$ cat src/rtl/snake_body_resp.sv
// ---------------------------------------------------------------------------
// snake_body_resp : per-player snake body, move/turn FSM, growth, collision
//                   and registered VGA pixel classification.
// Revision: 1.0
// ---------------------------------------------------------------------------
`default_nettype none

module snake_body_resp #(
  parameter int MAX_LEN  = 16,
  parameter int INIT_LEN = 3,
  parameter int START_X  = 10,
  parameter int START_Y  = 5,
  parameter int GRID_W   = 40,
  parameter int GRID_H   = 30
) (
  input  logic       clk,
  input  logic       rst,
  input  logic       move_tick,
  input  logic [3:0] dir_key,
  input  logic       add_cube,
  input  logic [9:0] x_pos,
  input  logic [9:0] y_pos,
  output logic [1:0] snake,
  output logic [5:0] head_x,
  output logic [5:0] head_y,
  output logic [4:0] length,
  output logic       hit_flag
);

  typedef enum logic [1:0] {S_IDLE, S_RUN, S_DEAD} state_e;
  // Opposite directions differ only in bit 0.
  typedef enum logic [1:0] {D_UP, D_DOWN, D_LEFT, D_RIGHT} dir_e;

  state_e     state_q, state_d;
  dir_e       dir_q, dir_d, next_dir_q, next_dir_d;
  logic [5:0] seg_x_q [MAX_LEN];
  logic [5:0] seg_y_q [MAX_LEN];
  logic [5:0] seg_x_d [MAX_LEN];
  logic [5:0] seg_y_d [MAX_LEN];
  logic [4:0] length_q, length_d;
  logic       grow_pending_q, grow_pending_d;
  logic       hit_flag_q, hit_flag_d;
  logic [1:0] snake_q, snake_d;

  dir_e       key_dir, next_dir_c;
  logic       key_valid;
  logic [5:0] new_x, new_y;
  logic       grow, wall_hit, body_hit;
  logic [5:0] cx, cy;

  always_comb begin
    key_dir   = dir_q;
    key_valid = 1'b1;
    if      (dir_key[3]) key_dir = D_UP;
    else if (dir_key[2]) key_dir = D_DOWN;
    else if (dir_key[1]) key_dir = D_LEFT;
    else if (dir_key[0]) key_dir = D_RIGHT;
    else                 key_valid = 1'b0;
    if (key_valid && key_dir != dir_e'({dir_q[1], ~dir_q[0]}))
      next_dir_c = key_dir;
    else
      next_dir_c = next_dir_q;
  end

  // A turn taken on a move tick steers that same move.
  always_comb begin
    new_x = seg_x_q[0];
    new_y = seg_y_q[0];
    case (next_dir_c)
      D_UP:    new_y = seg_y_q[0] - 6'd1;
      D_DOWN:  new_y = seg_y_q[0] + 6'd1;
      D_LEFT:  new_x = seg_x_q[0] - 6'd1;
      default: new_x = seg_x_q[0] + 6'd1;
    endcase
    grow     = grow_pending_q | add_cube;
    wall_hit = (new_x == 6'd0) || (new_x == 6'(GRID_W - 1)) ||
               (new_y == 6'd0) || (new_y == 6'(GRID_H - 1));
    body_hit = 1'b0;
    for (int i = 1; i < MAX_LEN; i++) begin
      if ((i < int'(length_q) - 1 || (grow && i == int'(length_q) - 1)) &&
          seg_x_q[i] == new_x && seg_y_q[i] == new_y)
        body_hit = 1'b1;
    end
  end

  always_comb begin
    state_d        = state_q;
    dir_d          = dir_q;
    next_dir_d     = next_dir_q;
    seg_x_d        = seg_x_q;
    seg_y_d        = seg_y_q;
    length_d       = length_q;
    grow_pending_d = grow_pending_q;
    hit_flag_d     = hit_flag_q;
    case (state_q)
      S_IDLE: begin
        next_dir_d     = next_dir_c;
        grow_pending_d = grow;
        if (|dir_key) state_d = S_RUN;
      end
      S_RUN: begin
        next_dir_d     = next_dir_c;
        grow_pending_d = grow;
        if (move_tick) begin
          dir_d = next_dir_c;
          if (wall_hit || body_hit) begin
            state_d    = S_DEAD;
            hit_flag_d = 1'b1;
          end else begin
            for (int i = 1; i < MAX_LEN; i++) begin
              seg_x_d[i] = seg_x_q[i-1];
              seg_y_d[i] = seg_y_q[i-1];
            end
            seg_x_d[0]     = new_x;
            seg_y_d[0]     = new_y;
            grow_pending_d = 1'b0;
            if (grow && length_q < 5'(MAX_LEN)) length_d = length_q + 5'd1;
          end
        end
      end
      default: ;
    endcase
  end

  always_comb begin
    cx      = x_pos[9:4];
    cy      = y_pos[9:4];
    snake_d = 2'b00;
    if (x_pos < 10'd640 && y_pos < 10'd480) begin
      if (seg_x_q[0] == cx && seg_y_q[0] == cy) begin
        snake_d = 2'b01;
      end else begin
        for (int i = 1; i < MAX_LEN; i++) begin
          if (i < int'(length_q) && seg_x_q[i] == cx && seg_y_q[i] == cy)
            snake_d = 2'b10;
        end
        if (snake_d == 2'b00 &&
            (cx == 6'd0 || cx == 6'(GRID_W - 1) || cy == 6'd0 || cy == 6'(GRID_H - 1)))
          snake_d = 2'b11;
      end
    end
  end

  always_ff @(posedge clk or negedge rst) begin
    if (!rst) begin
      state_q        <= S_IDLE;
      dir_q          <= D_RIGHT;
      next_dir_q     <= D_RIGHT;
      length_q       <= 5'(INIT_LEN);
      grow_pending_q <= 1'b0;
      hit_flag_q     <= 1'b0;
      snake_q        <= 2'b00;
      for (int i = 0; i < MAX_LEN; i++) begin
        seg_x_q[i] <= (i < INIT_LEN) ? 6'(START_X - i) : 6'(START_X - INIT_LEN + 1);
        seg_y_q[i] <= 6'(START_Y);
      end
    end else begin
      state_q        <= state_d;
      dir_q          <= dir_d;
      next_dir_q     <= next_dir_d;
      length_q       <= length_d;
      grow_pending_q <= grow_pending_d;
      hit_flag_q     <= hit_flag_d;
      snake_q        <= snake_d;
      seg_x_q        <= seg_x_d;
      seg_y_q        <= seg_y_d;
    end
  end

  assign snake    = snake_q;
  assign head_x   = seg_x_q[0];
  assign head_y   = seg_y_q[0];
  assign length   = length_q;
  assign hit_flag = hit_flag_q;

endmodule

`default_nettype wire
$ cat config.mk
export PLATFORM = sky130hd
export DESIGN_NAME = snake_body_resp
export DESIGN_NICKNAME = d
export VERILOG_FILES = /design/src/rtl/snake_body_resp.sv
export SDC_FILE = /design/constraint.sdc
export NUM_CORES = 1
export LEC_CHECK = 0
export CAP_MARGIN = 10
export CELL_PAD_IN_SITES_DETAIL_PLACEMENT = 1
export CELL_PAD_IN_SITES_GLOBAL_PLACEMENT = 1
export CORE_MARGIN = 1
export CORE_UTILIZATION = 45
export CTS_CLUSTER_SIZE = 28
export DETAILED_ROUTE_END_ITERATION = 16
export PLACE_DENSITY = 0.73
export SETUP_SLACK_MARGIN = 0.2
export SKIP_LAST_GASP = 1
export SYNTH_ARGS = -nofsm -noshare
export SYNTH_HDL_FRONTEND = slang
export SYNTH_SLANG_ARGS = --single-unit
$ cat constraint.sdc
create_clock -name clk -period 7.27 [get_ports clk]
set_input_delay 0.727 -clock clk [delete_from_list [all_inputs] [get_ports clk]]
set_output_delay 0.727 -clock clk [all_outputs]
set_load 0.01 [all_outputs]
==> metrics.md, run 1 <==
| Metric | Value |
|---|---|
| Clock latency on the worst-skew pair | `580 ps` |
| Max cap viols | `0` |
| Peak supply drop | `around 200 uV` |
| Starting Density | `0.4613` |
| Synth Area in Adders | `0.009709` |
| Max clock buf depth | `3` |
| Multi-input logic area | `approximately 11000 sq um` |
| Met3 Resource Use GR | `0.08060` |
| Required time worst endpoint | `about 7700 ps` |
| F_max | `around 150 MHz` |
| Die H | `between 150 and 200 um` |
| Simple-gate portion of the synthesized area | `0.1498` |
| Core ar. | `about 37000 sq um` |
| ANT nets after route | `0` |
| Sink Count | `207` |
| Status | `completed` |
| Most frequent cell after synthesis | `xnor2_1` |
| Largest cells by area after synthesis | `dfrtp_1, xnor2_1, dfstp_2` |
| Pleak | `0.007656 uW` |
| Average size of a mapped cell | `9.091 sq um` |
| Hold buffers post-CTS | `0` |
| Final worst path period share | `0.9268` |
| Detailed-route wire length per cell | `between 30 and 40 um` |
| Register area share after synthesis | `0.3086` |
| TritonCTS clock tree | `built` |
| Final setup viols | `0` |
| Hold crit path type | `in -> async` |
| Synth Area in XOR/XNOR | `0.2078` |
| Area Growth Syn to Fin | `11.97%` |
| Skew final | `around 16 ps` |
| Largest net degree at the start of global routing | `about 110` |
| Residual DRC | `0` |
| Slew @ Worst Pin | `1116 ps` |
| Storage cell area | `around 5300 sq um` |
| Post-synth EDFFs | `0` |
| Max-slew violations | `0` |
| Power per Cell Area | `154.8 nW/um^2` |
| Vias in the first global route | `between 15000 and 20000` |
| Slew HR | `0.2533` |
| Most used routing layer | `met2` |
| Final wirelength | `between 80000 and 90000 um` |
| RSZ-0062 raised after global routing | `no` |
| Total CTS buffers | `27` |
| Worst EP arrival | `7190 ps` |
| Setup bufs post-CTS | `0` |
| Syn. warnings | `0` |
| Synthesized area | `17010 sq um` |
| Top Ports | `48` |
| GP Congestion | `1.054` |
| Post-synth ARST share | `1.000` |
| Commonest cells in the netlist | `xnor2_1, dfrtp_1, xor2_1, nand2_1, mux2_2` |
| Met1 global-route usage | `0.5223` |
| Mux contribution to synthesized area | `0.1066` |
| H-tree Lvls | `1` |
| CTS root buffer | `clkbuf_16` |
| #FFs+latches synth | `slightly above 200` |
| Fillers | `around 4200` |
| Setup TNS | `0 ps` |
| Die Area | `slightly below 40000 sq um` |
| DP HPWL | `between 50000 and 60000 um` |
| Initial antenna violation count | `3` |
| Post-synthesis compound-gate area fraction | `0.1614` |
| Reg clk slew, reported paths | `60 ps` |
| Vias per std cell | `6.823` |
| Leading area contributor after synthesis | `dfrtp_1` |
| Main synth FF type | `dfrtp_1` |
| GRT overflow | `0` |
| First-pass GRT wire length | `117400 um` |
| Fin. Hold Viols | `0` |
| Worst setup EP type | `register` |
| Port Buf Inserts | `39` |
| Final worst path period need | `about 6700 ps` |
| Layout Utilization | `0.5166` |
| Ant. Diodes | `0` |
| Met2 GRT Util | `0.6633` |
| Initial drt markers | `1618` |
| Nets | `roughly 1900` |
| Die W | `approximately 200 um` |
| DR pass1 iterations | `8` |
| Gate Count Post-Synth | `approximately 1900` |
| DR vias | `around 16000` |
| Post-synth top area share | `0.2221` |
| Worst-path fanout max | `35` |
| Yosys cell types | `90` |
| Site row count | `70` |
| Layout cell share with drive strength beyond 1 | `0.1781` |
| WHS | `184.2 ps` |
| Syn nets | `1910` |
| Startpoint types | `input pin` |
| Main combinational cell family by area after synthesis | `XOR/XNOR gates` |
| Total GRT Usage | `0.4233` |
| Setup CP Type | `in -> reg` |
[what timing repair did]
item,4_1_cts,5_1_grt
gates resized for setup,0,1
endpoints found under the hold margin,0,0
setup endpoints to repair,0,8
[flip-flops by register name, indices dropped and copies added (netlist names)]
name	count
seg_x_q	90
snake	2
head_x	6
dir_q	2
next_dir_q	2
head_y	6
grow_pending_q	1
length	5
hit_flag	1
seg_y_q	90
state_q	2
[worst max-delay path, cell delays in order]
cell,delay [ps]
clkdlybuf4s50_1,540
nor4_1,470
a211o_1,340
o21a_1,280
nor2_4,40
nand2_1,160
inv_1,210
fa_1,490
nand2b_1,180
o2bb2ai_1,220
xnor2_1,430
buf_4,260
xnor2_1,140
nand3_1,90
o32ai_1,300
o2111ai_1,320
or4_1,630
o221a_2,320
o21ai_1,210
nor4_4,90
buf_4,190
buf_12,180
mux2_1,330
[area by class of cell]
class,instances,share of cell area
Timing Repair Buffer,139,0.06477
Multi-Input combinational cell,1442,0.5682
Inverter,55,0.01084
Tap cell,504,0.03311
Clock inverter,8,0.007554
Clock buffer,41,0.03981
Sequential cell,207,0.2757
[metal layers]
metal	vias to the layer above	routed length (um)
met5	-	11
met4	2	6749
met3	308	6780
met2	975	36050
met1	8280	31360
li1	6784	-
[final timing paths]
check | startpoint | endpoint | slack [ps] | cells past startpoint
min | rst | seg_x_q[79] | 180 | 1
min reg2reg | hit_flag | hit_flag | 480 | 1
max reg2reg | dir_q[0] | seg_y_q[1] | 800 | 20
max in group asynchronous | rst | head_y[5] | 5950 | 2
max | dir_key[2] | seg_y_q[23] | 530 | 23
min in group clk | hit_flag | hit_flag | 480 | 1
[stage by stage]
stage | total power (uW) | instance area, sq um | setup slack, ps | cells
3_3_place_gp | 1538 | 18140 | 230.8 | 2347
2_1_floorplan | 1373 | 17010 | 1280 | 1871
3_5_place_dp | 1543 | 18140 | 23.02 | 2347
5_1_grt | 3012 | 19050 | 249.3 | 2396
6_report | 2948 | 19050 | 532.0 | 2396
4_1_cts | 2957 | 19050 | 590.5 | 2396
[where the power goes]
part	internal [uW]	total (uW)	switching, uW	leakage [uW]
Clock	855	1410	556	0.000440
Sequential	1150	1150	0.125	0.00254
Combinational	126	383	257	0.00468
[placed cells by master, fill, tap and decap left out, types with 15 or more instances in the layout]
cell type and n:
nor2_1 65, nand2b_1 19, nand3_1 55, mux2_1 34
xor2_1 140, nand4_1 52, mux2_2 117, dfstp_2 56
nand2_1 122, xnor2_1 236, o22ai_1 32, o21ai_0 96
a21oi_1 63, nor3_1 38, dfrtp_1 150, a31oi_1 15
clkbuf_16 27, nor4_1 57, inv_1 53, buf_4 93
clkdlybuf4s50_1 38
[logic make-up after synthesis]
group | count (synthesis)
AND/OR/NAND/NOR | 486
AO/OA/AOI/OAI | 395
XOR/XNOR | 387
buffers and inverters | 222
flip-flops | 207
multiplexers | 161
adder cells (fa/ha/maj) | 13
No activity file was read; power rests on OpenSTA's default activity.
==> inputs of run 2 (changes only) <==
- CELL_PAD_IN_SITES_GLOBAL_PLACEMENT: 1 -> 2
- CORE_MARGIN: 1 -> 2
- CORE_UTILIZATION: 45 -> 41
- PLACE_DENSITY: 0.73 -> 0.8
==> run 2 against run 1 <==
Effect of this change:
- utilization shrank 4.2 points
- count of clock-buffer cells in the layout shrank 4
- power shrank 0.12%
- largest cell class unchanged
- highest routed layer is now met4
- critical path type unchanged
- setup slack lost 120 ps
==> metrics.md, run 2 (synthesized netlist as in run 1, its figures left out) <==
| Metric | Value |
|---|---|
| Die H | `207.7 um (+5.7%)` |
| Residual DRC | `0 (unchanged)` |
| Net switching power | `853.1 uW (+5.0%)` |
| Reg2reg end | `seg_x_q[12]` |
| ANT nets after route | `0 (unchanged)` |
| Flop pwr share | `0.392 (about the same)` |
| DP HPWL | `60810 um (+2.5%)` |
| Slew HR | `0.09081 (-0.1625)` |
| RSZ-0062 raised after global routing | `no` |
| Core ar. | `40920 sq um (+11%)` |
| GRT overflow | `0 (unchanged)` |
| DR pass1 iterations | `8 (unchanged)` |
| F_max | `145.8 MHz (-1.7%)` |
| Initial drt markers | `1921 (+19%)` |
| Met2 GRT Util | `0.5899 (-0.07337)` |
| Required time worst endpoint | `7730 ps (about the same)` |
| TritonCTS clock tree | `built` |
| Nets | `1958 (+2.5%)` |
| Setup CP Type | `in -> reg` |
| Clock latency on the worst-skew pair | `600 ps (+20 ps)` |
| Worst setup endpoint | `seg_x_q[12]` |
| Peak supply drop | `167.5 uV (-16%)` |
| First-pass GRT wire length | `119200 um (+1.5%)` |
| Initial antenna violation count | `1 (-2)` |
| Reg clk slew, reported paths | `60 ps (about the same)` |
| FF-to-FF Start | `dir_q[1]` |
| Final worst path period share | `0.9432 (+0.01636)` |
| Most frequent cells in the layout | `xnor2_1, dfrtp_1, xor2_1, buf_4, nand2_1` |
| Worst setup EP type | `register` |
| Slew @ Worst Pin | `1326 ps (+209.9 ps)` |
| DR vias | `16366 (+0.10%)` |
| Starting Density | `0.4156 (-0.04567)` |
| Met1 global-route usage | `0.4915 (-0.03078)` |
| Final setup viols | `0 (unchanged)` |
| Worst Setup SP | `dir_key[2]` |
| Commonest non-fill, non-tap cell in the layout | `xnor2_1` |
| Gate power share | `0.138 (+0.008)` |
| Top Ports | `48 (unchanged)` |
| Worst EP arrival | `7320 ps (+130 ps)` |
| Clock power share | `0.470 (-0.009)` |
| Area Growth Syn to Fin | `14.26%` |
| CTS root buffer | `clkbuf_16` |
| Most used routing layer | `met2` |
| Detailed-route wire length per cell | `33.62 um (-0.47%)` |
| Met3 Resource Use GR | `0.06127 (-0.01932)` |
| R2R setup slack | `660 ps (-140 ps)` |
| Total CTS buffers | `27 (unchanged)` |
| Multi-input logic area | `10830 sq um (about the same)` |
| Sink Count | `207 (unchanged)` |
| Final wirelength | `83150 um (+2.7%)` |
| Layout Utilization | `0.4749 (-0.04166)` |
| Die Area | `43130 sq um (+12%)` |
| Vias in the first global route | `16684 (+1.1%)` |
| GP Congestion | `1.029 (-2.4%)` |
| Port Buf Inserts | `39 (unchanged)` |
| Switch share | `0.2897 (+0.01400)` |
| Worst-path fanout max | `39 (+11%)` |
| Status | `completed` |
| Fin. Hold Viols | `0 (unchanged)` |
| Power per Cell Area | `151.5 nW/um^2 (-2.1%)` |
| Fillers | `4683 (+12%)` |
| Startpoint types | `input pin` |
| Skew final | `17.67 ps (+1.796 ps)` |
| Die W | `207.7 um (+5.7%)` |
| H-tree Lvls | `1 (unchanged)` |
| Max clock buf depth | `3 (unchanged)` |
| Storage cell area | `5251 sq um (unchanged)` |
| Site row count | `74 (+5.7%)` |
| Vias per std cell | `6.618 (-3.0%)` |
| Layout cell share with drive strength beyond 1 | `0.2015 (+0.02343)` |
| Hold buffers post-CTS | `0 (unchanged)` |
| Setup TNS | `0 ps (unchanged)` |
| Largest net degree at the start of global routing | `105 (-1.9%)` |
| Final worst path period need | `6857 ps (+118.9 ps)` |
| Largest regs | `seg_x_q: 90 flops, seg_y_q: 90 flops` |
| P_int | `2092 uW (-2.0%)` |
| Max cap viols | `0 (unchanged)` |
| Max-slew violations | `0 (unchanged)` |
| R2r worst-path depth | `24 (+20%)` |
| Total GRT Usage | `0.3776 (-0.04566)` |
| Hold crit path type | `in -> async` |
| Pleak | `0.007904 uW (+3.2%)` |
[run 2: changes by cell type in the layout (fill, tap and decap cells not counted), moves of 2 or more]
cell	change
clkbuf_1	-5
clkinv_2	+5
bufinv_16	-2
buf_4	+46
[run 2: repair_timing]
item	in CTS	in global routing
gates resized for setup	0	3
setup endpoints to repair	0	98
hold endpoints to repair	0	0
buffers inserted	0	3
[run 2: worst max-delay path, stage by stage]
cell and delay (ps):
clkdlybuf4s50_1 480, buf_4 190, nand4bb_1 200, a21boi_1 430
o21a_1 260, nor2_4 40, nand2_1 320, inv_1 130
fa_1 430, nand2b_1 170, o2bb2ai_1 240, xnor2_2 250
buf_4 240, a2111o_1 420, o32a_1 190, a2111oi_0 420
nand4b_1 310, nor4_1 440, a311oi_1 150, buf_4 200
nand4_1 150, nor4_4 80, buf_4 160, buf_12 180
buf_4 190, mux2_2 270
[run 2: final cells by class]
class                   instances  share of cell area
flip-flops and latches        207              0.2702
clock buffers                  37             0.03876
diodes                          1           0.0001288
multi-input cells            1442              0.5574
repair buffers                186             0.08208
well taps                     532             0.03425
clock inverters                13            0.006567
inverters                      55             0.01062
[run 2: stage by stage]
step | setup WS (ps) | hold slack, ps | total power [uW] | cells | area, sq um
6_report | 413.1 | 73.04 | 2945 | 2473 | 19430
5_1_grt | 194.5 | 114.2 | 3019 | 2472 | 19430
4_1_cts | 473.0 | 92.09 | 2955 | 2468 | 19380
3_5_place_dp | -41.02 | 459.0 | 1566 | 2418 | 18500
3_3_place_gp | 102.7 | 451.3 | 1562 | 2418 | 18500
2_1_floorplan | 1280 | 431.4 | 1373 | 1871 | 17010
[run 2: worst min-delay path by stage]
| stage | cells past startpoint | endpoint | from | slack [ps] |
|---|---|---|---|---|
| 6_report | 1 | seg_y_q[87] | rst | 70 |
| 5_1_grt | 1 | seg_y_q[87] | rst | 110 |
| 4_1_cts | 1 | seg_y_q[87] | rst | 90 |
| 3_5_place_dp | 1 | hit_flag | hit_flag | 460 |
| 3_3_place_gp | 1 | hit_flag | hit_flag | 450 |
| 2_1_floorplan | 0 | grow_pending_q | rst | 430 |
[run 2: routing by layer]
layer,vias to the layer above,part of all wire
li1,6885,-
met1,8331,0.40
met2,847,0.44
met3,303,0.077
met4,0,0.078
met5,-,0
[run 2: power groups by stage]
stage / combinational, uW / sequential (uW) / clock, uW
2_1_floorplan: 198 / 1170 / 0
3_3_place_gp: 388 / 1170 / 0
3_5_place_dp: 392 / 1170 / 0
4_1_cts: 394 / 1150 / 1410
5_1_grt: 420 / 1150 / 1450
6_report: 405 / 1150 / 1380
==> inputs of run 3 (changes only) <==
- SLEW_MARGIN: unset -> 20
==> run 3 against run 2 <==
Effect of this change:
- final area about the same
- sequential share of layout area barely moved
- fmax is 0.50% lower
- utilization is essentially flat
- global-route usage is the same
- combinational power about the same
- wire length up 0.18%
- setup slack got worse by 34 ps
- sequential power hardly changed
==> metrics.md, run 3 (synthesized netlist as in run 1, its figures left out) <==
| Metric | Value |
|---|---|
| GRT overflow | `0 (unchanged)` |
| Fillers | `4682 (-0.021%)` |
| Worst setup EP type | `register` |
| Setup CP Type | `in -> reg` |
| Max-slew violations | `0 (unchanged)` |
| Vias per std cell | `6.636 (+0.28%)` |
| DP HPWL | `60810 um (unchanged)` |
| Peak supply drop | `167.4 uV (about the same)` |
| Core ar. | `40920 sq um (unchanged)` |
| Worst setup margin | `378.9 ps (-34.18 ps)` |
| Die H | `207.7 um (unchanged)` |
| Port Buf Inserts | `39 (unchanged)` |
| Required time worst endpoint | `7740 ps (about the same)` |
| TritonCTS clock tree | `built` |
| First-pass GRT wire length | `119200 um (unchanged)` |
| Initial antenna violation count | `1 (unchanged)` |
| Slew @ Worst Pin | `1199 ps (-126.7 ps)` |
| GP Congestion | `1.029 (unchanged)` |
| Worst EP arrival | `7360 ps (+40 ps)` |
| Top Ports | `48 (unchanged)` |
| Largest regs | `seg_x_q: 90 flops, seg_y_q: 90 flops` |
| Fin. Hold Viols | `0 (unchanged)` |
| Final wirelength | `83300 um (+0.18%)` |
| Initial drt markers | `2014 (+4.8%)` |
| CTS root buffer | `clkbuf_16` |
| Pre-CTS setup slack | `-41.02 ps (unchanged)` |
| Post-DP Area | `18500 sq um (unchanged)` |
| Slew HR | `0.1932 (+0.1024)` |
| Design area | `19440 sq um (about the same)` |
| WHS | `76.35 ps (+3.304 ps)` |
| Residual DRC | `0 (unchanged)` |
| Clock latency on the worst-skew pair | `600 ps (about the same)` |
| Max clock buf depth | `3 (unchanged)` |
| Total GRT Usage | `0.3776 (unchanged)` |
| Layout cell share with drive strength beyond 1 | `0.2021 (+0.0005155)` |
| Die Area | `43130 sq um (unchanged)` |
| Hold crit path type | `in -> async` |
| Die W | `207.7 um (unchanged)` |
| DR pass1 iterations | `7 (-1)` |
| Layout Utilization | `0.4750 (about the same)` |
| Largest net degree at the start of global routing | `105 (unchanged)` |
| F_max | `145.1 MHz (-0.50%)` |
| Final setup viols | `0 (unchanged)` |
| H-tree Lvls | `1 (unchanged)` |
| Power per Cell Area | `151.7 nW/um^2 (+0.11%)` |
| Area Growth Syn to Fin | `14.28% (about the same)` |
| ANT nets after route | `0 (unchanged)` |
| Final worst path period share | `0.9479 (+0.004702)` |
| Most frequent cells in the layout | `xnor2_1, dfrtp_1, xor2_1, buf_4, nand2_1` |
| Worst-path fanout max | `39 (unchanged)` |
| Total CTS buffers | `27 (unchanged)` |
| Detailed-route wire length per cell | `33.68 um (+0.18%)` |
| Sink Count | `207 (unchanged)` |
| Startpoint types | `input pin` |
| Post-layout power | `2949 uW (+0.13%)` |
| Hold buffers post-CTS | `0 (unchanged)` |
| Starting Density | `0.4156 (unchanged)` |
| Status | `completed` |
| Max cap viols | `0 (unchanged)` |
| Nets | `1958 (unchanged)` |
| DR vias | `16412 (+0.28%)` |
| Pleak | `0.007899 uW (about the same)` |
| Commonest non-fill, non-tap cell in the layout | `xnor2_1` |
| Site row count | `74 (unchanged)` |
| Reg clk slew, reported paths | `60 ps (about the same)` |
| Skew final | `17.43 ps (-0.2313 ps)` |
| RSZ-0062 raised after global routing | `no` |
| Vias in the first global route | `16684 (unchanged)` |
| Final worst path period need | `6891 ps (+34.18 ps)` |
==> run 3: cell counts in the layout (fill, tap and decap cells not counted) <==
Identical to the previous run, type by type.
==> run 3: area by class of cell <==
cell class              instances  area [sq um]  area share
flip-flops and latches        207          5251      0.2701
well taps                     532         665.6     0.03424
inverters                      55         206.4     0.01062
clock buffers                  37         753.2     0.03875
clock inverters                13         127.6    0.006565
repair buffers                186          1595     0.08207
multi-input cells            1442         10840      0.5575
diodes                          1         2.502   0.0001287
==> run 3: worst paths after layout <==
kind	startpoint	end	slack [ps]	cells past startpoint
max in group asynchronous	rst	head_y[5]	5730	2
setup reg to reg	dir_q[1]	seg_x_q[12]	620	24
hold / removal	rst	seg_y_q[87]	80	1
hold reg to reg	hit_flag	hit_flag	460	1
min in group clk	hit_flag	hit_flag	460	1
setup / recovery	dir_key[2]	seg_x_q[12]	380	26
==> run 3: metal layers <==
metal,global-route usage,up-vias,share of wire
li1,-,6883,-
met1,0.4915,8319,0.40
met2,0.5899,915,0.45
met3,0.06127,295,0.081
met4,0.2292,0,0.076
met5,0,-,0
==> run 3: power breakdown <==
group	switching (uW)	leakage, uW	total [uW]	internal [uW]
Combinational	264	0.00492	406	143
Sequential	0.129	0.00254	1150	1150
Clock	593	0.000439	1390	795
Total	857	0.00790	2950	2090
==> run 3: metrics by stage <==
stage | std cells | TNS, ps
floorplan | 1871 | 0
global placement | 2418 | 0
detailed placement | 2418 | -727.8
CTS | 2468 | 0
global route | 2472 | 0
finish | 2473 | 0
==> run 3: repair_timing <==
action	4_1_cts	5_1_grt
setup endpoints to repair	0	98
resized for setup	0	3
setup buffers	0	3
==> run 3: critical path, stage by stage <==
cell and delay [ps]:
clkdlybuf4s50_1 480, buf_4 190, nand4bb_1 200, a21boi_1 430
o21a_1 260, nor2_4 40, nand2_1 330, inv_1 130
fa_1 430, nand2b_1 170, o2bb2ai_1 240, xnor2_2 250
buf_4 240, a2111o_1 420, o32a_1 190, a2111oi_0 420
nand4b_1 310, nor4_1 460, a311oi_1 140, buf_4 190
nand4_1 150, nor4_4 80, buf_4 160, buf_12 180
buf_4 200, mux2_2 270
